<file path="config.mk">
export PLATFORM = sky130hd
export DESIGN_NAME = seg_scan_ctrl_flat
export DESIGN_NICKNAME = d
export VERILOG_FILES = /design/src/rtl/seg_scan_ctrl_pkg.sv /design/src/rtl/seg_scan_ctrl_if.sv /design/src/rtl/seg_scan_ctrl_hex_to_seg7.sv /design/src/rtl/seg_scan_ctrl.sv /design/src/flat_wrapper.sv
export SDC_FILE = /design/constraint.sdc
export NUM_CORES = 1
export LEC_CHECK = 0
export ABC_AREA = 1
export CAP_MARGIN = 10
export CORE_ASPECT_RATIO = 1.2
export CORE_MARGIN = 2
export CORE_UTILIZATION = 34
export CTS_CLUSTER_SIZE = 24
export DETAILED_ROUTE_END_ITERATION = 16
export HOLD_SLACK_MARGIN = 0.1
export PLACE_DENSITY = 0.55
export RECOVER_POWER = 100
export SYNTH_ARGS = -nofsm -noshare
export SYNTH_HDL_FRONTEND = slang
export SYNTH_SLANG_ARGS = --single-unit
</file>
<file path="constraint.sdc">
create_clock -name clk -period 4.2 [get_ports clk]
set_input_delay 0.63 -clock clk [delete_from_list [all_inputs] [get_ports clk]]
set_output_delay 0.63 -clock clk [all_outputs]
set_load 0.05 [all_outputs]
</file>
<file path="src/rtl/seg_scan_ctrl_pkg.sv">
// Shared definitions for the 7-segment scan controller.
//   SEG_BLANK : segment bus value with every segment off (active-low bus)
//   AN_OFF    : level of one inactive anode enable (active-low anodes)
//   state_t   : per-slot scan phase (BLANK = anti-ghosting gap, DRIVE = digit lit)
package seg_pkg;

  localparam logic [6:0] SEG_BLANK = 7'h7F;
  localparam logic       AN_OFF    = 1'b1;

  typedef enum logic {
    ST_BLANK,
    ST_DRIVE
  } state_t;

  // Span the slot counter must cover; never below 2 so the counter is >= 1 bit.
  function automatic int cnt_span(input int dwell, input int blank);
    int m;
    m = (dwell > blank) ? dwell : blank;
    return (m > 2) ? m : 2;
  endfunction

endpackage

</file>
<file path="src/rtl/seg_scan_ctrl_if.sv">
// Bus between the result datapath and the display pins.
//   digit_data : nibble d at [4d+3:4d], digit 0 rightmost
//   digit_en   : per-digit lit enable (dark digits still consume their slot)
//   load       : one-cycle strobe capturing digit_data/digit_en
//   an         : anode enables, active-low
//   seg        : {g,f,e,d,c,b,a}, active-low
//   frame_done : pulse on the last DRIVE cycle of the last digit
// master = data source / pin observer, slave = scan controller.
interface seg_scan_if #(
  parameter int NUM_DIGITS = 4
);
  logic [4*NUM_DIGITS-1:0] digit_data;
  logic [NUM_DIGITS-1:0]   digit_en;
  logic                    load;
  logic [NUM_DIGITS-1:0]   an;
  logic [6:0]              seg;
  logic                    frame_done;

  modport master (
    output digit_data, digit_en, load,
    input  an, seg, frame_done
  );

  modport slave (
    input  digit_data, digit_en, load,
    output an, seg, frame_done
  );
endinterface

</file>
<file path="src/rtl/seg_scan_ctrl_hex_to_seg7.sv">
// Combinational hex nibble to active-low 7-segment pattern {g,f,e,d,c,b,a}.
//   hex : 4-bit value 0..F
//   seg : segment pattern, 0 = segment lit
module hex_to_seg7
  import seg_pkg::*;
(
  input  logic [3:0] hex,
  output logic [6:0] seg
);

  always_comb begin
    seg = SEG_BLANK;
    case (hex)
      4'h0: seg = 7'h40;
      4'h1: seg = 7'h79;
      4'h2: seg = 7'h24;
      4'h3: seg = 7'h30;
      4'h4: seg = 7'h19;
      4'h5: seg = 7'h12;
      4'h6: seg = 7'h02;
      4'h7: seg = 7'h78;
      4'h8: seg = 7'h00;
      4'h9: seg = 7'h10;
      4'hA: seg = 7'h08;
      4'hB: seg = 7'h03;
      4'hC: seg = 7'h46;
      4'hD: seg = 7'h21;
      4'hE: seg = 7'h06;
      4'hF: seg = 7'h0E;
      default: seg = SEG_BLANK;
    endcase
  end

endmodule

</file>
<file path="src/rtl/seg_scan_ctrl.sv">
// Time-multiplexed scan of NUM_DIGITS common-anode digits through one shared
// hex decoder. Each slot is BLANK_CYC all-off cycles followed by DWELL_CYC
// cycles driving one digit. Incoming digits are double-buffered: a load lands
// in a shadow copy and is promoted to the displayed copy only at a frame
// boundary, so a frame never mixes old and new values.
//   clk   : rising-edge clock
//   rst_n : asynchronous active-low reset
//   bus   : seg_scan_if slave (digit_data, digit_en, load in; an, seg, frame_done out)
module seg_scan_ctrl
  import seg_pkg::*;
#(
  parameter int NUM_DIGITS = 4,
  parameter int DWELL_CYC  = 100000,
  parameter int BLANK_CYC  = 2
) (
  input  logic     clk,
  input  logic     rst_n,
  seg_scan_if.slave bus
);

  localparam int CNT_W = $clog2(cnt_span(DWELL_CYC, BLANK_CYC));
  localparam int IDX_W = $clog2(NUM_DIGITS);

  localparam logic [CNT_W-1:0] BLANK_LAST = CNT_W'((BLANK_CYC > 0) ? BLANK_CYC - 1 : 0);
  localparam logic [CNT_W-1:0] DWELL_LAST = CNT_W'(DWELL_CYC - 1);
  localparam logic [IDX_W-1:0] IDX_LAST   = IDX_W'(NUM_DIGITS - 1);
  // With no blanking gap every slot starts directly in DRIVE.
  localparam state_t           ST_START   = (BLANK_CYC == 0) ? ST_DRIVE : ST_BLANK;

  state_t                  state, state_nx;
  logic [CNT_W-1:0]        cnt, cnt_nx;
  logic [IDX_W-1:0]        idx, idx_nx;
  logic                    frame_end;

  logic [4*NUM_DIGITS-1:0] shd_data, act_data;
  logic [NUM_DIGITS-1:0]   shd_en, act_en;
  logic                    pending;

  logic [3:0]              nib;
  logic                    lit;
  logic [6:0]              dec;

  logic [NUM_DIGITS-1:0]   an_p0, an_p1;
  logic [6:0]              seg_p0, seg_p1;

  always_ff @(posedge clk or negedge rst_n) begin
    if (!rst_n) begin
      state <= ST_START;
      cnt   <= '0;
      idx   <= '0;
    end else begin
      state <= state_nx;
      cnt   <= cnt_nx;
      idx   <= idx_nx;
    end
  end

  always_comb begin
    state_nx  = state;
    cnt_nx    = cnt + 1'b1;
    idx_nx    = idx;
    frame_end = 1'b0;
    case (state)
      ST_BLANK: begin
        if (cnt == BLANK_LAST) begin
          state_nx = ST_DRIVE;
          cnt_nx   = '0;
        end
      end
      ST_DRIVE: begin
        if (cnt == DWELL_LAST) begin
          cnt_nx    = '0;
          idx_nx    = (idx == IDX_LAST) ? '0 : idx + 1'b1;
          state_nx  = ST_START;
          frame_end = (idx == IDX_LAST);
        end
      end
      default: state_nx = ST_START;
    endcase
  end

  // A load coinciding with the frame boundary bypasses the shadow hand-off
  // and goes straight to the displayed copy, leaving nothing pending.
  always_ff @(posedge clk or negedge rst_n) begin
    if (!rst_n) begin
      shd_data <= '0;
      shd_en   <= '1;
      act_data <= '0;
      act_en   <= '1;
      pending  <= 1'b0;
    end else if (bus.load) begin
      shd_data <= bus.digit_data;
      shd_en   <= bus.digit_en;
      if (frame_end) begin
        act_data <= bus.digit_data;
        act_en   <= bus.digit_en;
        pending  <= 1'b0;
      end else begin
        pending  <= 1'b1;
      end
    end else if (frame_end && pending) begin
      act_data <= shd_data;
      act_en   <= shd_en;
      pending  <= 1'b0;
    end
  end

  always_comb begin
    nib = 4'h0;
    lit = 1'b0;
    for (int d = 0; d < NUM_DIGITS; d++) begin
      if (idx == IDX_W'(d)) begin
        nib = act_data[4*d +: 4];
        lit = act_en[d];
      end
    end
  end

  hex_to_seg7 u_dec (
    .hex (nib),
    .seg (dec)
  );

  // p0: pin values implied by the current slot position.
  always_comb begin
    an_p0  = {NUM_DIGITS{AN_OFF}};
    seg_p0 = SEG_BLANK;
    if (state == ST_DRIVE && lit) begin
      seg_p0 = dec;
      for (int d = 0; d < NUM_DIGITS; d++) begin
        if (idx == IDX_W'(d)) an_p0[d] = ~AN_OFF;
      end
    end
  end

  // p1: registered pins; reset forces every anode off without a clock.
  always_ff @(posedge clk or negedge rst_n) begin
    if (!rst_n) begin
      an_p1  <= {NUM_DIGITS{AN_OFF}};
      seg_p1 <= SEG_BLANK;
    end else begin
      an_p1  <= an_p0;
      seg_p1 <= seg_p0;
    end
  end

  assign bus.an         = an_p1;
  assign bus.seg        = seg_p1;
  assign bus.frame_done = frame_end;

endmodule

</file>
<file path="src/flat_wrapper.sv">
// flat-port wrapper written by rule: the top's interface ports become plain ports
module seg_scan_ctrl_flat import seg_pkg::*;
#(
  parameter int NUM_DIGITS = 4,
  parameter int DWELL_CYC  = 100000,
  parameter int BLANK_CYC  = 2
)
  (clk, rst_n, bus_digit_data, bus_digit_en, bus_load, bus_an, bus_seg, bus_frame_done);
  seg_scan_if #(.NUM_DIGITS(NUM_DIGITS)) bus_i ();
  input  logic clk;
  input  logic rst_n;
  input wire logic [$bits(bus_i.digit_data)-1:0] bus_digit_data;
  input wire logic [$bits(bus_i.digit_en)-1:0] bus_digit_en;
  input wire logic [$bits(bus_i.load)-1:0] bus_load;
  output wire logic [$bits(bus_i.an)-1:0] bus_an;
  output wire logic [$bits(bus_i.seg)-1:0] bus_seg;
  output wire logic [$bits(bus_i.frame_done)-1:0] bus_frame_done;
  assign bus_i.digit_data = bus_digit_data;
  assign bus_i.digit_en = bus_digit_en;
  assign bus_i.load = bus_load;
  assign bus_an = bus_i.an;
  assign bus_seg = bus_i.seg;
  assign bus_frame_done = bus_i.frame_done;
  seg_scan_ctrl #(.NUM_DIGITS(NUM_DIGITS), .DWELL_CYC(DWELL_CYC), .BLANK_CYC(BLANK_CYC)) u_core (.clk(clk), .rst_n(rst_n), .bus(bus_i));
endmodule
</file>
== Yosys cells after proc, flatten, opt, wreduce, memory -nomap -nowiden ==
Memory sizes are Yosys's and may differ from the RTL's.
Index checks and enable logic that the tools add are counted.
Operators by class
  add/subtract/negate cells: 2
  equal/unequal tests: 6
  muxes and demuxes: 32
  bitwise gates (word level): 1
  reductions and logical operators: 6
Operators by type and width (count)
  $mux W16: 3
  $mux W17: 2
  $pmux W17 S2: 1
  $mux W4: 8
  $add A17 B1 Y17 const B: 1
  $eq A17 B1 Y1 const B: 1
  $eq A17 B17 Y1 const B: 1
  $mux W1: 15
  $mux W7: 1
  $eq A2 B2 Y1 const B: 2
  $reduce_and A2 Y1: 2
  $add A2 B1 Y2 const B: 1
  $eq A2 B1 Y1 const B: 1
  $logic_and A1 B1 Y1: 2
  $logic_not A2 Y1: 1
  $mux W2: 1
  $ne A2 B1 Y1 const B: 1
  $pmux W1 S2: 1
  $reduce_bool A2 Y1: 1
  $not A1 Y1: 1
Word-level totals
  register bits: 72
  memory bits (read-only): 112
  input port bits: 23
  word-level logic and storage cells: 58
  memories: 1
Memories
  (name not given): words 16, bits a word 7, read ports 1, clocked after memory_dff 0, wr ports 0, RTL line seg_scan_ctrl_hex_to_seg7.sv:13  | case (hex)

== Longest topological paths before layout ==
  word-level depth: 7
  mapped depth: 13

== Cells and area by module ==
Synthesis repeated with hierarchy kept, for this count alone.
Unflattened totals
  cells, all modules: 464
  area, all modules: 3827.4 µm²
Modules (own cells, without submodules)
  seg_scan_ctrl: instances 1, cells an instance 415, area an instance 3553.4 µm²
  hex_to_seg7: instances 1, cells an instance 49, area an instance 274.0 µm²

== Least setup slack after synthesis ==
No wires, ideal clock.
  kind: flip-flop to output port
  from: reg u_core.cnt[0]
  to: out bus_frame_done
  arrival time: 1.786 ns
  required time: 3.570 ns
  path slack: 1.784 ns
  stages on the path, launching flop included: 8
  path buffers: 0
  path through: dfrtp_1 ha_1 nand3_2 inv_2 nand3_4 nor2_4 nand2_1 nor2_1
Between the ends
  word-level cells in the longest chain between the ends: 3
Ends and longest elaborated chain
  start, declared: RTL line seg_scan_ctrl.sv:31  | logic [CNT_W-1:0] cnt, cnt_nx;
  start signal, assigned: RTL line seg_scan_ctrl.sv:53  | cnt <= cnt_nx;
  $eq A17 B17 Y1: RTL line seg_scan_ctrl.sv:71  | if (cnt == DWELL_LAST) begin
  $mux W1: RTL line seg_scan_ctrl.sv:71
  $mux W1: RTL line seg_scan_ctrl.sv:63  | case (state)
  end, declared: RTL line flat_wrapper.sv:17  | output wire logic [$bits(bus_i.frame_done)-1:0] bus_frame_done;
Every way passes these cells.

== Worst setup path in the final report ==
Ends and elaborated chain as after synthesis.

==> run summary <==
============================================================================
Post-Syn Nets                                                            499
Number of distinct library cells after synthesis                          33
Dpl ws                                                              1.310 ns
Number of antenna diodes                                                   0
Kind of launch point of the worst setup path                            flop
Overall track demand over capacity in global routing                  0.1508
Worst slew margin relative to its limit                              -0.4931
Minimum clock period after layout                                   3.469 ns
Width of the chip                                                   100.0 um
IR drop worst, VDD                                                 0.1983 mV
Maximum fanout along the worst path                                        5
Maxcap violations                                                          2
Post-synthesis cell type with the largest combined area         sky130_fd_sc_hd__dfrtp_1
Number of failing hold endpoints at the final stage                        0
Portion of total power attributed to sequential cells                  0.464
Top_reg_cell synth                                              sky130_fd_sc_hd__dfrtp_1
Area of the placeable core                                      0.01093 mm^2
Number of iterations in the first detailed-routing pass                    4
CP top delay family                                             buffers and inverters
Fraction of final layout cells sized beyond drive strength 1         0.09761
Critical Path, Cell by Cell                                     ha_1 > nand3_1 > inv_1 > nand3_1 > nor2_1 > nand2_1 > nor2_1 > dlygate4sd3_1
PD cells                                                        350.1 mW/mm^2
Count of filler cells inserted in the layout                            1147
Hold WC Path Type                                                    reg2reg
Number of buffers added by the clock tree synthesis step                   9
Critical R2R Launch                                             u_core.cnt[0]$_DFF_PN0_
Share of synthesized area occupied by flip-flops and latches          0.4850
Growth of design area from synthesis to finish                        17.52%
Port-buffer cells                                                         34
Post-synthesis instance area                                    0.003764 mm^2
Gate count after technology mapping                                      464
Post-synth ARST share                                                  1.000
First element of the critical path                              u_core.cnt[0]$_DFF_PN0_
Final worst slack                                                  0.7312 ns
Crit. End Element                                               primary output
First-pass GRT wire length                                          14300 um
Register bit total from synthesis                                         72
Area taken by multi-input logic gates                           0.001622 mm^2
Synthesis Warnings                                                         0
Most common library cell in the layout ignoring fill and taps   sky130_fd_sc_hd__nand2_1
Boundary pin count                                                        35
Sequential standard cell area                                   0.001826 mm^2
Violated checks                                                 max-capacitance violations, max-slew violations
Post-CTS Setup Bufs                                                        0
Number of buffer and inverter stages on the critical path                  2
Hold buffers post-CTS                                                      0
Critical path class                                                  reg2out
# nets final                                                             532
Crit path largest cell delay                                         0.90 ns
Leakage power figure                                                2.117 nW
Number of DRC violations after detailed routing                            0
Total design power                                                  1.548 mW
Pin count of the biggest net entering global routing                      73
Net switching power                                                0.3462 mW
Total number of vias                                                    3016
Estimated wirelength of the detail-placed design                     5846 um
Slowest library cell on the worst path                          sky130_fd_sc_hd__dlygate4sd3_1
Starting density of the core                                          0.3443
Switching share of total power                                        0.2236
Total number of H-tree levels                                              3
Critical path data arrival time                                      2.84 ns
Clk pwr share                                                          0.496
Slew Limit Fails                                                          96
Total internal power                                                1.202 mW
Detail-routed via count per cell                                       4.757
CTS tree                                                               built
Final worst path period share                                         0.8259
Worst hold margin                                                  0.4673 ns
Worst-margin pin slew                                               2.223 ns
Highest-count cells in the layout ignoring fill and taps        168 x sky130_fd_sc_hd__nand2_1, 53 x sky130_fd_sc_hd__dfrtp_1, 42 x sky130_fd_sc_hd__inv_1, 39 x sky130_fd_sc_hd__nor2_1, 31 x sky130_fd_sc_hd__nand3_1
Placer congestion estimate                                            0.9412
# resized after CTS                                                        0
Via count of the first global-routing pass                              3056
Outcome                                                         complete, but fails checks
Data required time of the critical path                              3.57 ns
Routed wire length per instance                                     12.97 um
Total Neg Setup Slack                                                   0 ns
Final number of setup-violating endpoints                                  0
Source of the worst hold timing path                            u_core.act_en[3]$_DFFE_PN1P_
Count of non-filler cells in the finished layout                         634
Clock latency at the later pin of the worst-skew pair                0.34 ns
Post-Syn Area per Cell                                            8.111 um^2
Setup clock skew after layout                                     0.01175 ns
Placed Cells incl. Taps                                                  618
Starting DRT DRC Count                                                   102
Die height                                                          119.3 um
Buffer cell driving the clock tree root                         sky130_fd_sc_hd__clkbuf_16
Total overflow reported by the global router                               0
Cell row count                                                            42
ANT nets after route                                                       0
Area of the die                                                 0.01193 mm^2
RSZ-0062 raised after global routing                                   false
Final WL                                                             8220 um
Maximum clock insertion buffer count                                       2
Logic pwr share                                                        0.040
Top cell type's share of synthesized area                             0.3524
Fmax                                                               288.3 MHz
Clock-pin transition on the worst setup and hold timing paths        0.06 ns
Count of flip-flops with a built-in enable after synthesis                 0
Number of clock sinks                                                     72
Antenna violations before repair                                           0
Area contributors post-synth                                    sky130_fd_sc_hd__dfrtp_1 35%, sky130_fd_sc_hd__nand2_1 17%, sky130_fd_sc_hd__dfstp_2 13%, sky130_fd_sc_hd__nand4_1 4.5%, sky130_fd_sc_hd__ha_1 4.0%
============================================================================
==> synth_stat cells, types with 2 or more instances <==
cell,n
sky130_fd_sc_hd__a21oi_1,9
sky130_fd_sc_hd__buf_1,2
sky130_fd_sc_hd__buf_2,2
sky130_fd_sc_hd__buf_6,7
sky130_fd_sc_hd__clkbuf_1,2
sky130_fd_sc_hd__clkbuf_4,2
sky130_fd_sc_hd__dfrtp_1,53
sky130_fd_sc_hd__dfstp_2,19
sky130_fd_sc_hd__ha_1,12
sky130_fd_sc_hd__inv_1,40
sky130_fd_sc_hd__inv_2,3
sky130_fd_sc_hd__nand2_1,168
sky130_fd_sc_hd__nand2_2,2
sky130_fd_sc_hd__nand2_4,2
sky130_fd_sc_hd__nand3_1,29
sky130_fd_sc_hd__nand3_2,2
sky130_fd_sc_hd__nand4_1,27
sky130_fd_sc_hd__nor2_1,38
sky130_fd_sc_hd__nor2_4,2
sky130_fd_sc_hd__nor3_1,16
sky130_fd_sc_hd__o21ai_0,5
sky130_fd_sc_hd__o21ai_1,2
sky130_fd_sc_hd__or2_2,2
sky130_fd_sc_hd__xor2_1,9
==> layout make-up <==
cell class	instances	share of cell area
flip-flops and latches	72	0.4127
multi-input cells	334	0.3666
repair buffers	37	0.07949
clock buffers	10	0.05177
well taps	132	0.03734
inverters	43	0.03649
clock inverters	6	0.01556
==> sequential cells by signal, summed over array words and instances, names as in the netlist <==
signal           cells
u_core.act_data     16
u_core.act_en        4
u_core.bus.an        4
u_core.bus.seg       7
u_core.cnt          17
u_core.idx           2
u_core.pending       1
u_core.shd_data     16
u_core.shd_en        4
u_core.state         1
==> logic make-up after synthesis <==
family,count (synthesis),share of synthesized area
buf+inv,58,0.07447
xor+xnor,10,0.02327
fa+ha+maj,12,0.03989
flops,72,0.4850
simple gates,296,0.3561
compound gates,16,0.02127
==> worst min-delay path: stages, from the launching register on <==
cell and delay, ns:
sky130_fd_sc_hd__dfstp_2 0.37, sky130_fd_sc_hd__nand2_1 0.05, sky130_fd_sc_hd__nand2_1 0.05
==> path summary, 6_finish.rpt <==
kind | slack [ns] | cells past startpoint | end
setup / recovery | 0.73 | 8 | bus_frame_done
hold / removal | 0.47 | 2 | u_core.act_en[3]$_DFFE_PN1P_
setup reg to reg | 0.85 | 7 | u_core.act_data[10]$_DFFE_PN0P_
hold reg to reg | 0.47 | 2 | u_core.act_en[3]$_DFFE_PN1P_
max in group asynchronous | 2.32 | 2 | u_core.cnt[16]$_DFF_PN0_
min in group asynchronous | 0.82 | 2 | u_core.shd_data[3]$_DFFE_PN0P_
==> power groups by stage <==
stage,Combinational [mW],Clock (mW),Sequential (mW)
after floorplan,0.0229,0,0.729
after global placement,0.0642,0,0.730
after detailed placement,0.0651,0,0.730
after CTS,0.0652,0.786,0.718
after global routing,0.0717,0.822,0.719
final,0.0615,0.769,0.718
==> metal layers <==
metal / share of wire / routed length [um] / global-route usage / vias to the layer above
met2: 0.46 / 3811 / 0.2365 / 60
li1: - / - / - / 1545
met1: 0.49 / 3987 / 0.2011 / 1401
met5: 0 / 0 / 0 / -
met3: 0.036 / 296 / 0.04225 / 10
met4: 0.015 / 125 / 0.04966 / 0
==> through the flow <==
stage | instance area, um^2 | utilization
global placement | 4168 | 0.3813
floorplan | 3764 | -
detailed placement | 4168 | 0.3813
CTS | 4466 | 0.4085
global route | 4423 | 0.4046
finish | 4423 | 0.4046
Power figures use the tool's default switching activity.
